File: src/rtl/axi4_lite_read_slave_responder_pkg.sv
// Shared types and default sizing for the AXI4-Lite read responder and its
// outstanding-request FIFO.
package Axi4LiteReadSlaveGlobalPkg;
  localparam int AXI_ADDRESS_WIDTH     = 32;
  localparam int AXI_DATA_WIDTH        = 32;
  localparam int AXI_DELAY_WIDTH       = 5;
  localparam int AXI_OUTSTANDING_DEPTH = 4;
  localparam logic [31:0] AXI_MIN_ADDRESS = 32'h0000_0001;
  localparam logic [31:0] AXI_MAX_ADDRESS = 32'h0000_00FF;
  localparam logic [31:0] AXI_SECURE_BASE = 32'h0000_0080;

  typedef enum logic [1:0] {
    RRESP_OKAY   = 2'b00,
    RRESP_EXOKAY = 2'b01,
    RRESP_SLVERR = 2'b10,
    RRESP_DECERR = 2'b11
  } rrespEnum;

  // Bit masks into arprot.
  typedef enum logic [2:0] {
    ARPROT_PRIVILEGED  = 3'b001,
    ARPROT_NONSECURE   = 3'b010,
    ARPROT_INSTRUCTION = 3'b100
  } arprotEnum;

  typedef enum logic [1:0] {IDLE, CAPTURE, DELAY, RESP} rStateEnum;

  typedef struct packed {
    logic [AXI_ADDRESS_WIDTH-1:0] addr;
    rrespEnum                     resp;
  } fifoEntryStruct;
endpackage

File: src/rtl/axi4_lite_read_slave_responder_fifo.sv
// Synchronous FIFO for classified AR requests; pop_data shows the head entry
// combinationally.
module axi4_lite_read_slave_fifo #(
  parameter int DEPTH = 4,
  parameter int WIDTH = 34,
  localparam int AW   = $clog2(DEPTH)
) (
  input  logic             aclk,
  input  logic             aresetn,
  input  logic             push,
  input  logic [WIDTH-1:0] push_data,
  input  logic             pop,
  output logic [WIDTH-1:0] pop_data,
  output logic             full,
  output logic             empty,
  output logic [AW:0]      count
);
  logic [WIDTH-1:0] mem [DEPTH];
  logic [AW:0]      wr_ptr, rd_ptr;
  logic             do_push, do_pop;

  assign do_pop  = pop && !empty;
  assign do_push = push && (!full || do_pop);
  assign count   = wr_ptr - rd_ptr;
  assign empty   = (count == '0);
  assign full    = (count == (AW+1)'(DEPTH));
  assign pop_data = mem[rd_ptr[AW-1:0]];

  always_ff @(posedge aclk or negedge aresetn) begin
    if (!aresetn) begin
      wr_ptr <= '0;
      rd_ptr <= '0;
    end else begin
      if (do_push) wr_ptr <= wr_ptr + 1'b1;
      if (do_pop)  rd_ptr <= rd_ptr + 1'b1;
    end
  end

  always_ff @(posedge aclk) begin
    if (do_push) mem[wr_ptr[AW-1:0]] <= push_data;
  end
endmodule

File: src/rtl/axi4_lite_read_slave_responder.sv
// AXI4-Lite read responder: classifies AR requests, queues them, and returns
// in-order R beats fetched from a 1-cycle-latency backing read port.
module axi4_lite_read_slave_responder
  import Axi4LiteReadSlaveGlobalPkg::*;
#(
  parameter int ADDRESS_WIDTH     = AXI_ADDRESS_WIDTH,
  parameter int DATA_WIDTH        = AXI_DATA_WIDTH,
  parameter int DELAY_WIDTH       = AXI_DELAY_WIDTH,
  parameter bit DEFAULT_READY     = 1'b0,
  parameter int OUTSTANDING_DEPTH = AXI_OUTSTANDING_DEPTH,
  parameter logic [ADDRESS_WIDTH-1:0] MIN_ADDRESS = ADDRESS_WIDTH'(AXI_MIN_ADDRESS),
  parameter logic [ADDRESS_WIDTH-1:0] MAX_ADDRESS = ADDRESS_WIDTH'(AXI_MAX_ADDRESS),
  parameter logic [ADDRESS_WIDTH-1:0] SECURE_BASE = ADDRESS_WIDTH'(AXI_SECURE_BASE)
) (
  input  logic                     aclk,
  input  logic                     aresetn,
  input  logic [ADDRESS_WIDTH-1:0] araddr,
  input  logic [2:0]               arprot,
  input  logic                     arvalid,
  output logic                     arready,
  output logic [DATA_WIDTH-1:0]    rdata,
  output logic [1:0]               rresp,
  output logic                     rvalid,
  input  logic                     rready,
  input  logic [DELAY_WIDTH-1:0]   cfg_arready_delay,
  input  logic [DELAY_WIDTH-1:0]   cfg_rvalid_delay,
  output logic                     mem_rd_en,
  output logic [ADDRESS_WIDTH-1:0] mem_rd_addr,
  input  logic [DATA_WIDTH-1:0]    mem_rd_data,
  output logic [4:0]               outstanding_count
);
  localparam int CW = $clog2(OUTSTANDING_DEPTH) + 1;

  typedef struct packed {
    logic [ADDRESS_WIDTH-1:0] addr;
    rrespEnum                 resp;
  } entry_t;

  rStateEnum              state, state_nxt;
  rrespEnum               ar_resp, cur_resp, rresp_q;
  entry_t                 head;
  logic                   ar_hs, fifo_pop, fifo_full, fifo_empty, capture;
  logic [CW-1:0]          fifo_count;
  logic [CW:0]            count_next;
  logic                   full_next;
  logic [DELAY_WIDTH-1:0] dly_cnt;

  assign ar_hs = arvalid && arready;

  always_comb begin
    ar_resp = RRESP_OKAY;
    if (araddr < MIN_ADDRESS || araddr > MAX_ADDRESS)
      ar_resp = RRESP_DECERR;
    else if (araddr[1:0] != 2'b00)
      ar_resp = RRESP_SLVERR;
    else if (araddr >= SECURE_BASE && (arprot & ARPROT_NONSECURE) != 3'b000)
      ar_resp = RRESP_SLVERR;
  end

  axi4_lite_read_slave_fifo #(.DEPTH(OUTSTANDING_DEPTH), .WIDTH($bits(entry_t))) u_fifo (
    .aclk     (aclk),
    .aresetn  (aresetn),
    .push     (ar_hs),
    .push_data(entry_t'{addr: araddr, resp: ar_resp}),
    .pop      (fifo_pop),
    .pop_data (head),
    .full     (fifo_full),
    .empty    (fifo_empty),
    .count    (fifo_count)
  );

  // Exact occupancy after this edge, so a registered arready never accepts into a full FIFO.
  assign count_next = {1'b0, fifo_count} + {{CW{1'b0}}, ar_hs} - {{CW{1'b0}}, fifo_pop};
  assign full_next  = (count_next == (CW+1)'(OUTSTANDING_DEPTH));
  assign outstanding_count = 5'(fifo_count) + {4'b0, state != IDLE};

  generate
    if (DEFAULT_READY) begin : g_ready_idle
      logic unused_cfg;
      assign unused_cfg = ^{cfg_arready_delay, fifo_full};
      always_ff @(posedge aclk or negedge aresetn) begin
        if (!aresetn) arready <= 1'b0;
        else          arready <= !full_next;
      end
    end else begin : g_ready_delay
      logic [DELAY_WIDTH-1:0] wait_cnt;
      logic [DELAY_WIDTH:0]   wait_inc;
      logic                   unused_full;
      assign unused_full = fifo_full;
      assign wait_inc    = {1'b0, wait_cnt} + 1'b1;
      // Single-cycle pulse once arvalid has waited cfg_arready_delay cycles.
      always_ff @(posedge aclk or negedge aresetn) begin
        if (!aresetn) begin
          wait_cnt <= '0;
          arready  <= 1'b0;
        end else begin
          if (ar_hs)                          wait_cnt <= '0;
          else if (arvalid && wait_cnt != '1) wait_cnt <= wait_cnt + 1'b1;
          arready <= arvalid && !arready && !full_next &&
                     (wait_inc >= {1'b0, cfg_arready_delay});
        end
      end
    end
  endgenerate

  always_ff @(posedge aclk or negedge aresetn) begin
    if (!aresetn) state <= IDLE;
    else          state <= state_nxt;
  end

  always_comb begin
    state_nxt = state;
    case (state)
      IDLE:    if (!fifo_empty) state_nxt = CAPTURE;
      CAPTURE: state_nxt = (cfg_rvalid_delay != '0) ? DELAY : RESP;
      DELAY:   if (dly_cnt <= DELAY_WIDTH'(1)) state_nxt = RESP;
      RESP:    if (rready) state_nxt = IDLE;
      default: state_nxt = IDLE;
    endcase
  end

  always_comb begin
    fifo_pop    = (state == IDLE) && !fifo_empty;
    mem_rd_en   = fifo_pop && (head.resp == RRESP_OKAY);
    mem_rd_addr = head.addr;
    capture     = (state == CAPTURE);
    rvalid      = (state == RESP);
  end

  always_ff @(posedge aclk or negedge aresetn) begin
    if (!aresetn) begin
      cur_resp <= RRESP_OKAY;
      rresp_q  <= RRESP_OKAY;
      rdata    <= '0;
      dly_cnt  <= '0;
    end else begin
      if (fifo_pop) cur_resp <= head.resp;
      if (capture) begin
        rdata   <= (cur_resp == RRESP_OKAY) ? mem_rd_data : '0;
        rresp_q <= cur_resp;
        dly_cnt <= cfg_rvalid_delay;
      end else if (state == DELAY) begin
        dly_cnt <= dly_cnt - 1'b1;
      end
    end
  end

  assign rresp = rresp_q;
endmodule

File: config.mk
export PLATFORM = sky130hd
export DESIGN_NAME = axi4_lite_read_slave_responder
export DESIGN_NICKNAME = d
export VERILOG_FILES = /design/src/rtl/axi4_lite_read_slave_responder_pkg.sv /design/src/rtl/axi4_lite_read_slave_responder_fifo.sv /design/src/rtl/axi4_lite_read_slave_responder.sv
export SDC_FILE = /design/constraint.sdc
export NUM_CORES = 1
export LEC_CHECK = 0
export BUFFER_PORTS_ARGS = -buffer_cell sky130_fd_sc_hd__buf_2
export CELL_PAD_IN_SITES_DETAIL_PLACEMENT = 2
export CELL_PAD_IN_SITES_GLOBAL_PLACEMENT = 2
export CORE_ASPECT_RATIO = 1.2
export CORE_MARGIN = 5
export CORE_UTILIZATION = 42
export DETAILED_ROUTE_END_ITERATION = 6
export GPL_TIMING_DRIVEN = 0
export PLACE_DENSITY = 0.82
export SLEW_MARGIN = 10
export SYNTH_ARGS = -nofsm -noshare
export SYNTH_HDL_FRONTEND = slang
export SYNTH_HIERARCHICAL = 1
export SYNTH_SLANG_ARGS = --single-unit
File: constraint.sdc
create_clock -name aclk -period 6.65 [get_ports aclk]
set_input_delay 0.3325 -clock aclk [delete_from_list [all_inputs] [get_ports aclk]]
set_output_delay 0.3325 -clock aclk [all_outputs]
set_load 0.005 [all_outputs]
# Word-level counts from Yosys, hierarchy flattened
# Memories as Yosys holds them, arrays and structs flattened.
# Index checks and enable logic that the tools add are counted.
# Widths: inputs -> output; s select.
# classes
addsub	9
n_eq_ne	9
n_lt_le_gt_ge	5
reduce_logical	26
mux	15
# ops
operator	count
$ge 32x8->1 const B	1
$gt 32x8->1 const B	1
$lt 32x1->1 const B	1
$mux 32	1
$mux 5	4
$mux 2	6
$logic_and 1x1->1	10
$add 3x1->4	2
$pmux 2 s4	1
$reduce_bool 2->1	4
$add 3x1->3 const B	2
$add 5x1->6 const B	1
$ge 6x5->1	1
$logic_not 2->1	3
$add 5x1->5 const B	1
$le 5x1->1 const B	1
$ne 5x5->1 const B	1
$reduce_bool 5->1	1
$sub 5x1->5 const B	1
$eq 2x2->1 const B	2
$eq 4x3->1 const B	1
$logic_not 1->1	4
$ne 2x2->1 const B	2
$sub 4x1->4	1
8 further kinds	11
# totals
memories	1
elab_cells	74
in_bits	81
reg_bits	55
ram_bits	136
output_inout_bits	74
# memory_table
memory	words	word_bits	rd	rd_ports_with_merged_regs	write_ports	line_no	text
u_fifo.mem	4	34	1	0	1	axi4_lite_read_slave_responder_fifo.sv:18	logic [WIDTH-1:0] mem [DEPTH];

# Longest topological paths before layout
# Gate-level depths: netlist of run 1.
# logic_depth
ltp_word	9
depth_mapped	15
depth_no_buf	15

# By module
# The synthesis of run 1 kept the hierarchy.
# modules_own_cells
module	area_each_um2	seq_area_each_um2	n_inst	cells_per_inst
axi4_lite_read_slave_fifo	5293.8	4234.1	1	213
axi4_lite_read_slave_responder	2637.5	1226.2	1	287

# Least setup slack after synthesis of run 1
# OpenSTA, ideal clock, no wires.
# synth_timing
path_kind	reg-to-reg
start	register u_fifo.wr_ptr[0]
end	memory u_fifo.mem[0][0] (enable)
synth_period_minus_slack_ns	3.518
required_ns	6.256
arrival_ns	3.124
slack_ns	3.132
n_path_buf	0
path_stages_with_launch	10
setup_ns	0.394
path_cell_list	dfrtp_1 -> inv_1 -> ha_1 -> fa_1 -> xnor3_1 -> inv_1 -> nor2_1 -> nor2_1 -> o31a_1 -> and2_1
# synth_via
elab_chain_len	9
elab_cells_between_ends	11
cone_classes	add/sub (1); eq/ne (1); mux (2); reduce/logical (7)
# synth_rtl
element	line_no	text
start: declaration	axi4_lite_read_slave_responder_fifo.sv:19	logic [AW:0] wr_ptr, rd_ptr;
start signal: assignment	axi4_lite_read_slave_responder_fifo.sv:34	if (do_push) wr_ptr <= wr_ptr + 1'b1;
$sub 3x3->3	axi4_lite_read_slave_responder_fifo.sv:24	assign count = wr_ptr - rd_ptr;
named net fifo_count[2]	axi4_lite_read_slave_responder.sv:43	logic [CW-1:0] fifo_count;
$logic_not 3->1	axi4_lite_read_slave_responder_fifo.sv:25	assign empty = (count == '0);
named net fifo_empty	axi4_lite_read_slave_responder.sv:42	logic ar_hs, fifo_pop, fifo_full, fifo_empty, capture;
$logic_not 1->1	axi4_lite_read_slave_responder.sv:123	fifo_pop = (state == IDLE) && !fifo_empty;
$logic_and 1x1->1	axi4_lite_read_slave_responder.sv:123	
named net fifo_pop	axi4_lite_read_slave_responder.sv:42	
$logic_and 1x1->1	axi4_lite_read_slave_responder_fifo.sv:22	assign do_pop = pop && !empty;
$logic_or 1x1->1	axi4_lite_read_slave_responder_fifo.sv:23	assign do_push = push && (!full || do_pop);
$logic_and 1x1->1	axi4_lite_read_slave_responder_fifo.sv:23	
$mux 1	axi4_lite_read_slave_responder_fifo.sv:40	if (do_push) mem[wr_ptr[AW-1:0]] <= push_data;
$mux 1 (not written as such)	axi4_lite_read_slave_responder_fifo.sv:40	
end: declaration	axi4_lite_read_slave_responder_fifo.sv:18	
# The timed path passes the listed nets, and every way through them passes these cells.

# Worst setup path after layout of run 1
# layout_timing
start	register u_fifo.wr_ptr[0]
end	register arready
# layout_via
elab_chain_len	9
elab_cells_between_ends	10
cone_classes	add/sub (3); eq/ne (1); reduce/logical (6)
# layout_rtl
element	line_no	text
$sub 3x3->3	axi4_lite_read_slave_responder_fifo.sv:24	
named net fifo_count[2]	axi4_lite_read_slave_responder.sv:43	
$logic_not 3->1	axi4_lite_read_slave_responder_fifo.sv:25	
named net fifo_empty	axi4_lite_read_slave_responder.sv:42	
$logic_not 1->1	axi4_lite_read_slave_responder.sv:123	
$logic_and 1x1->1	axi4_lite_read_slave_responder.sv:123	
named net fifo_pop	axi4_lite_read_slave_responder.sv:42	
$sub 4x1->4	axi4_lite_read_slave_responder.sv:73	assign count_next = {1'b0, fifo_count} + {{CW{1'b0}}, ar_hs} - {{CW{1'b0}}, fifo_pop};
$eq 4x3->1	axi4_lite_read_slave_responder.sv:74	assign full_next = (count_next == (CW+1)'(OUTSTANDING_DEPTH));
$logic_not 1->1	axi4_lite_read_slave_responder.sv:99	arready <= arvalid && !arready && !full_next &&
$logic_and 1x1->1 (2 in series)	axi4_lite_read_slave_responder.sv:99	
end signal: assignment	axi4_lite_read_slave_responder.sv:99	
end: declaration	axi4_lite_read_slave_responder.sv:20	output logic arready,
# The timed path passes the listed nets, and every way through them passes these cells.
# A chain may end at the register's enable or synchronous reset.

==> results of run 1 <==
-- cells in the final DEF, fill, tap and decap left out, types with 7 or more instances in the layout --
master       n
o21ai_0     34
buf_2      155
mux4_2      34
inv_1       58
clkbuf_16   17
nor4_1       9
clkinv_8     7
clkbuf_1    12
nand2_1     36
edfxtp_1   136
dfrtp_1     55
ha_1        27
nor2_1       9
-- flip-flops by register name (all words and copies together) (netlist names) --
| register | count |
|---|---|
| rdata | 32 |
| cur_resp | 2 |
| u_fifo/rd_ptr | 3 |
| dly_cnt | 5 |
| state | 2 |
| g_ready_delay.wait_cnt | 5 |
| arready | 1 |
| rresp | 2 |
| u_fifo/wr_ptr | 3 |
| u_fifo/mem | 136 |
-- per-layer routing --
| layer | GRT usage [%] | part of all wire, % |
|---|---|---|
| met5 | 0 | 0.034 |
| met4 | 3.35 | 0.81 |
| met2 | 36.2 | 54 |
| met1 | 23.1 | 39 |
| met3 | 5.42 | 5.5 |
-- power by group through the flow --
| stage | clock [mW] | combinational, mW | sequential [mW] |
|---|---|---|---|
| 5_1_grt | 1.11 | 1.89 | 1.61 |
| 2_1_floorplan | 0 | 1.04 | 1.59 |
| 4_1_cts | 1.05 | 1.74 | 1.60 |
| 6_report | 1.02 | 1.69 | 1.59 |
| 3_5_place_dp | 0 | 1.70 | 1.62 |
| 3_3_place_gp | 0 | 1.57 | 1.60 |
-- final cells by class --
type | count | share of cell area [%]
plain buffers | 18 | 0.799
clock buffers | 17 | 4.38
clock inverters | 15 | 1.89
inverters | 58 | 2.24
multi-input cells | 232 | 22.4
flip-flops and latches | 191 | 56.2
well taps | 256 | 3.30
repair buffers | 156 | 8.74
-- worst min-delay path, delay by kind of cell --
kind | cells | cell delay, ps
AOI/OAI and AO/OA | 1 | 60
buffers and inverters | 1 | 70
and+or+nand+nor | 1 | 30
-- how the worst max path moves through the flow --
stage | cells after the start | end | slack (ps)
floorplan | 9 | u_fifo/mem[0][0]$_DFFE_PP_ | 3150
global placement | 9 | u_fifo/mem[0][22]$_DFFE_PP_ | 2180
detailed placement | 15 | arready$_DFF_PN0_ | 2630
CTS | 15 | arready$_DFF_PN0_ | 2520
global route | 15 | arready$_DFF_PN0_ | 2300
finish | 15 | arready$_DFF_PN0_ | 2570
-- metrics by stage --
stage                     setup WS, ps  total power, mW
after detailed placement          2630             3.32
after global routing              2300             4.61
after global placement            2180             3.17
final                             2570             4.30
after CTS                         2520             4.39
after floorplan                   3150             2.63
-- repair_timing --
action | CTS | global route
endpoints found under the hold margin | 0 | 4
hold buffers | 0 | 1
setup endpoints to repair | 0 | 0
resized for setup | 0 | 0
buffers inserted | 0 | 0
==> impl_results.md, run 1 <==
* Max Buffers Root-to-Sink at 2
* Element type at the critical path end: register
* Endpoints failing setup at 0
* H-Tree Level Count at 4
* Worst Path Buf+Inv at 4
* Sw frac at 36.3%
* DR iter-0 viols at 301
* Synth Instances at 499
* Area occupied by multi-input gates at 0.00218 mm2
* Die area at 0.0217 mm2
* Gate power share at 39.3%
* I/O Pins at 155
* Crit-path most repeated cell: inv_1
* Slowest stage delay, CP at 460 ps
* Reg-to-reg critical path endpoint: arready$_DFF_PN0_
* Antenna Violating Nets Remaining at 0
* Pwr/cell area at 443 mW/mm2
* Gr ovfl total at 0
* Max Cap Viol at 0
* Critical Path RT at 6970 ps
* N_diodes at 0
* Hold Path Class: input port to register
* Min cycle time layout at 4080 ps
* Worst hold start: mem_rd_data[3]
* R2R Setup Slk at 2570 ps
* Min-Delay Endpoint: rdata[3]$_DFFE_PN0P_
* Area growth, synth to finish at 22.5%
* Drt drc at 0
* R2r worst-path depth at 15
* Die width at 135 um
* Pint at 2.74 mW
* Status: complete, no violations
* RR Startpoint: u_fifo/wr_ptr[0]$_DFFE_PN0P_
* Hold_ws at 109 ps
* Core area at 0.0187 mm2
* Avg Cell Area, Syn at 15.9 um2
* Synth Warn # at 6
* Crit path cell chain: inv_1, ha_1, fa_1, xnor3_1, inv_1, nor2_1, nor2_1, ha_1, inv_1, ha_1, inv_1, fa_1, xor2_1, nor3b_1, a221oi_1
* Via count at 4918
* Final instance area at 0.00971 mm2
* CTS tree: done
* NumNets Final at 784
* GPL Wtd Cong at 0.763
* Share of cells above drive strength 1 at 35.2%
* Final wirelength at 20.9 mm
* Die Y at 161 um
* CP Class: register to register
* 1st-pass router iterations at 7
* Fillcell total at 1780
* Post-Syn Nets at 609
* Critical-path top delay cell: nor2_1
* Clk sinks at 191
* TritonCTS Buffers at 17
* Slew Limit Fails at 0
* Sequential cell area at 0.00546 mm2
* Root Driver: clkbuf_16
* Crit path max fanout at 7
* Max rail drop VDD at 0.212 mV
* CP Launch Type: register
* Crit path DAT at 4390 ps
* Top delay family on crit path: adder cells
* DP Cell Count at 910
* Mapped Area at 0.00793 mm2
* Clk_lat worst skew at 430 ps
* Placed cell area at 0.00909 mm2
* Initial antenna violation count at 1
* Final hold violations at 0
* WL per Instance at 22.1 um
* Leak at 3.91 nW
* Starting Density at 42.4%
* Worst-path clk slew at 80 ps
* Clk network pwr share at 23.7%
* Port-buffer cells at 151
* Hold depth at 3
* Fmax at 245 MHz
* Final worst-path cycle share at 61.3%
* Switch Pwr at 1.56 mW
* Post-DP HPWL at 15.3 mm
* RSZ-0062 raised after global routing: no
* Fin cells at 943
* All-Layer GR Usage at 19.7%
* Slew margin rel. at 51.3%
* Final core utilization at 51.9%
* Flop pwr share at 37.0%
* Slew @ Worst Pin at 730 ps
* Avg Vias per Cell at 5.22
* Number of global-route vias before repair at 5754
* Clock skew at 13.2 ps
* Critical Path Source: u_fifo/wr_ptr[0]$_DFFE_PN0P_
* # rows at 55
* Setup TNS at 0 ps
* Largest net degree at the start of global routing at 56
* First-pass GRT wire length at 32.8 mm
Power figures use the tool's default switching activity.
==> run 2, diff against run 1 <==
CORE_UTILIZATION = 39   (was 42)
PLACE_DENSITY = 0.77   (was 0.82)
clock period = 3.9 ns   (was 6.65 ns; I/O delays follow)
==> run 2 against run 1 <==
  * Non-clock buffer count grew 47
  * Sequential share of layout area shrank 2.6 points
  * Clock skew shrank 2.9 ps
  * Critical endpoint unchanged
  * Routed wire length grew 3.1%
  * Cell count grew 5.9%
  * Critical path depth is the same
  * Maximum frequency grew 11%
  * Worst hold slack lost 91 ps
  * First-iteration DRC count grew 14%
  * Sequential cell count is the same
  * Global-route usage shrank 0.93 points
  * Count of clock-buffer cells in the layout is the same
  * Largest power group unchanged
==> impl_results.md, run 2 (synthesis results as in run 1) <==
* Status: complete, no violations (unchanged)
* Top Metal Used: met4 (was met5)
* First-pass GRT wire length at 34.0 mm (was 32.8 mm)
* Setup TNS at 0 ps (unchanged)
* Max Cap Viol at 0 (unchanged)
* Pwr/cell area at 722 mW/mm2 (was 443 mW/mm2)
* Avg Vias per Cell at 5.06 (was 5.22)
* Clk sinks at 191 (unchanged)
* Root Driver: clkbuf_16 (unchanged)
* Gr ovfl total at 0 (unchanged)
* Slew Limit Fails at 0 (unchanged)
* Initial antenna violation count at 0 (was 1)
* Most frequent cells in the layout: buf_2, edfxtp_1, inv_1, dfrtp_1, dlygate4sd3_1 (was buf_2, edfxtp_1, inv_1, dfrtp_1, nand2_1)
* RSZ-0062 raised after global routing: no (unchanged)
* DR iter-0 viols at 344 (was 301)
* Endpoints failing setup at 0 (unchanged)
* Die width at 140 um (was 135 um)
* N_diodes at 0 (unchanged)
* All-Layer GR Usage at 18.7% (was 19.7%)
* Starting Density at 39.4% (was 42.4%)
* Final wirelength at 21.5 mm (was 20.9 mm)
* Max FFs per register at 136 (unchanged)
* Critical Path RT at 4200 ps (was 6970 ps)
* Most common cell after layout, fill and taps aside: buf_2 (unchanged)
* Wl on met1 at 8.45 mm (was 8.23 mm)
* GPL Wtd Cong at 0.773 (was 0.763)
* I/O Pins at 155 (unchanged)
* Antenna Violating Nets Remaining at 0 (unchanged)
* Total power at 7.35 mW (was 4.30 mW)
* NumNets Final at 831 (was 784)
* CP Class: register to register (unchanged)
* Worst-path clk slew at 80 ps (about the same)
* Clock skew at 10.3 ps (was 13.2 ps)
* Element type at the critical path end: register (unchanged)
* Number of global-route vias before repair at 5873 (was 5754)
* H-Tree Level Count at 4 (unchanged)
* Hold Path Class: input port to register (unchanged)
* Die Y at 166 um (was 161 um)
* CTS tree: done (unchanged)
* Core area at 0.0201 mm2 (was 0.0187 mm2)
* CP Launch Type: register (unchanged)
* Leak at 4.10 nW (was 3.91 nW)
* Area growth, synth to finish at 28.5% (was 22.5%)
* Slew @ Worst Pin at 734 ps (was 730 ps)
* DR WL met3 at 1.06 mm (was 1.15 mm)
* WL per Instance at 21.5 um (was 22.1 um)
* WL met2 at 11.9 mm (was 11.3 mm)
* Final worst-path cycle share at 93.8% (was 61.3%)
* Max rail drop VDD at 0.322 mV (was 0.212 mV)
* Final hold violations at 0 (unchanged)
* Drt drc at 0 (unchanged)
* Share of cells above drive strength 1 at 33.4% (was 35.2%)
* Min cycle time layout at 3660 ps (was 4080 ps)
* TritonCTS Buffers at 17 (unchanged)
* Largest net degree at the start of global routing at 56 (unchanged)
* Via count at 5052 (was 4918)
* Post-DP HPWL at 14.4 mm (was 15.3 mm)
* Crit path DAT at 3960 ps (was 4390 ps)
* Slew margin rel. at 51.1% (was 51.3%)
* Fmax at 273 MHz (was 245 MHz)
* Max Buffers Root-to-Sink at 2 (unchanged)
* Crit path max fanout at 7 (unchanged)
* # rows at 57 (was 55)
* 1st-pass router iterations at 4 (was 7)
* Port-buffer cells at 151 (unchanged)
* Clk_lat worst skew at 430 ps (about the same)
* Die area at 0.0233 mm2 (was 0.0217 mm2)
run 2: cell count changes in the layout (fill, tap and decap cells not counted):
cell	delta
nor2_4	+1
inv_6	-2
nor2_1	-2
nor2_2	+1
clkinv_2	+1
inv_8	+4
bufinv_16	+1
clkinvlp_4	+2
clkinv_4	+1
clkinv_1	-1
dlygate4sd3_1	+47
clkinv_8	-6
run 2: timing repair:
item,CTS,global route
buffers inserted,0,0
hold buffers,47,1
gates resized for setup,1,2
endpoints found under the setup margin,1,1
hold endpoints to repair,142,1
run 2: path summary, 6_finish.rpt:
kind,from,endpoint,slack [ps],cells after the start
worst max-delay path,u_fifo/wr_ptr[0]$_DFFE_PN0P_,arready$_DFF_PN0_,240,15
worst min-delay path,araddr[26],u_fifo/mem[0][28]$_DFFE_PP_,20,1
worst max register to register,u_fifo/wr_ptr[0]$_DFFE_PN0P_,arready$_DFF_PN0_,240,15
worst min register to register,u_fifo/wr_ptr[2]$_DFFE_PN0P_,u_fifo/wr_ptr[2]$_DFFE_PN0P_,490,1
max in group asynchronous,aresetn,dly_cnt[3]$_DFFE_PN0P_,3030,2
min in group asynchronous,aresetn,g_ready_delay.wait_cnt[3]$_DFFE_PN0P_,370,2
run 2: metrics by stage:
stage               instance area [um2]  setup WS, ps  utilization [%]  std cells  hold WS (ps)
floorplan                          7930           405                -        499          -101
global placement                   9010          -554             44.8        915           401
detailed placement                 9100         -88.6             45.3        919           313
CTS                               10200          58.4             50.6        998         0.404
global route                      10200          38.2             50.7        999          2.53
finish                            10200           243             50.7        999          17.9
run 2: critical path, stage by stage, from the launching register on:
cell      delay [ps]
dfrtp_1          390
inv_1            120
ha_1             230
fa_1             370
xnor3_1          420
inv_1            250
nor2_2           110
nor2_4           230
ha_1             270
inv_1             60
ha_1             160
inv_1             60
fa_1             380
xor2_1           170
nor3b_1          200
a221oi_1         110
run 2: area by class of cell:
class / instances / area (um2)
buffer: 18 / 77.6
clock buffer: 17 / 425
clock inverter: 15 / 169
fill: 1944 / 9920
inverter: 58 / 218
multi-input combinational: 232 / 2190
sequential: 191 / 5460
tap: 265 / 332
timing repair buffer: 203 / 1320
run 2: where the power goes:
group	switching, mW	internal, mW
combinational	1.57	1.33
clock	0.828	0.918
sequential	0.214	2.50
total	2.61	4.75
run 2: metal layers:
metal | vias up | track usage, %
met1 | 2606 | 22.2
met4 | 0 | 3.50
met5 | - | 0
met3 | 9 | 4.35
li1 | 2293 | -
met2 | 144 | 34.8
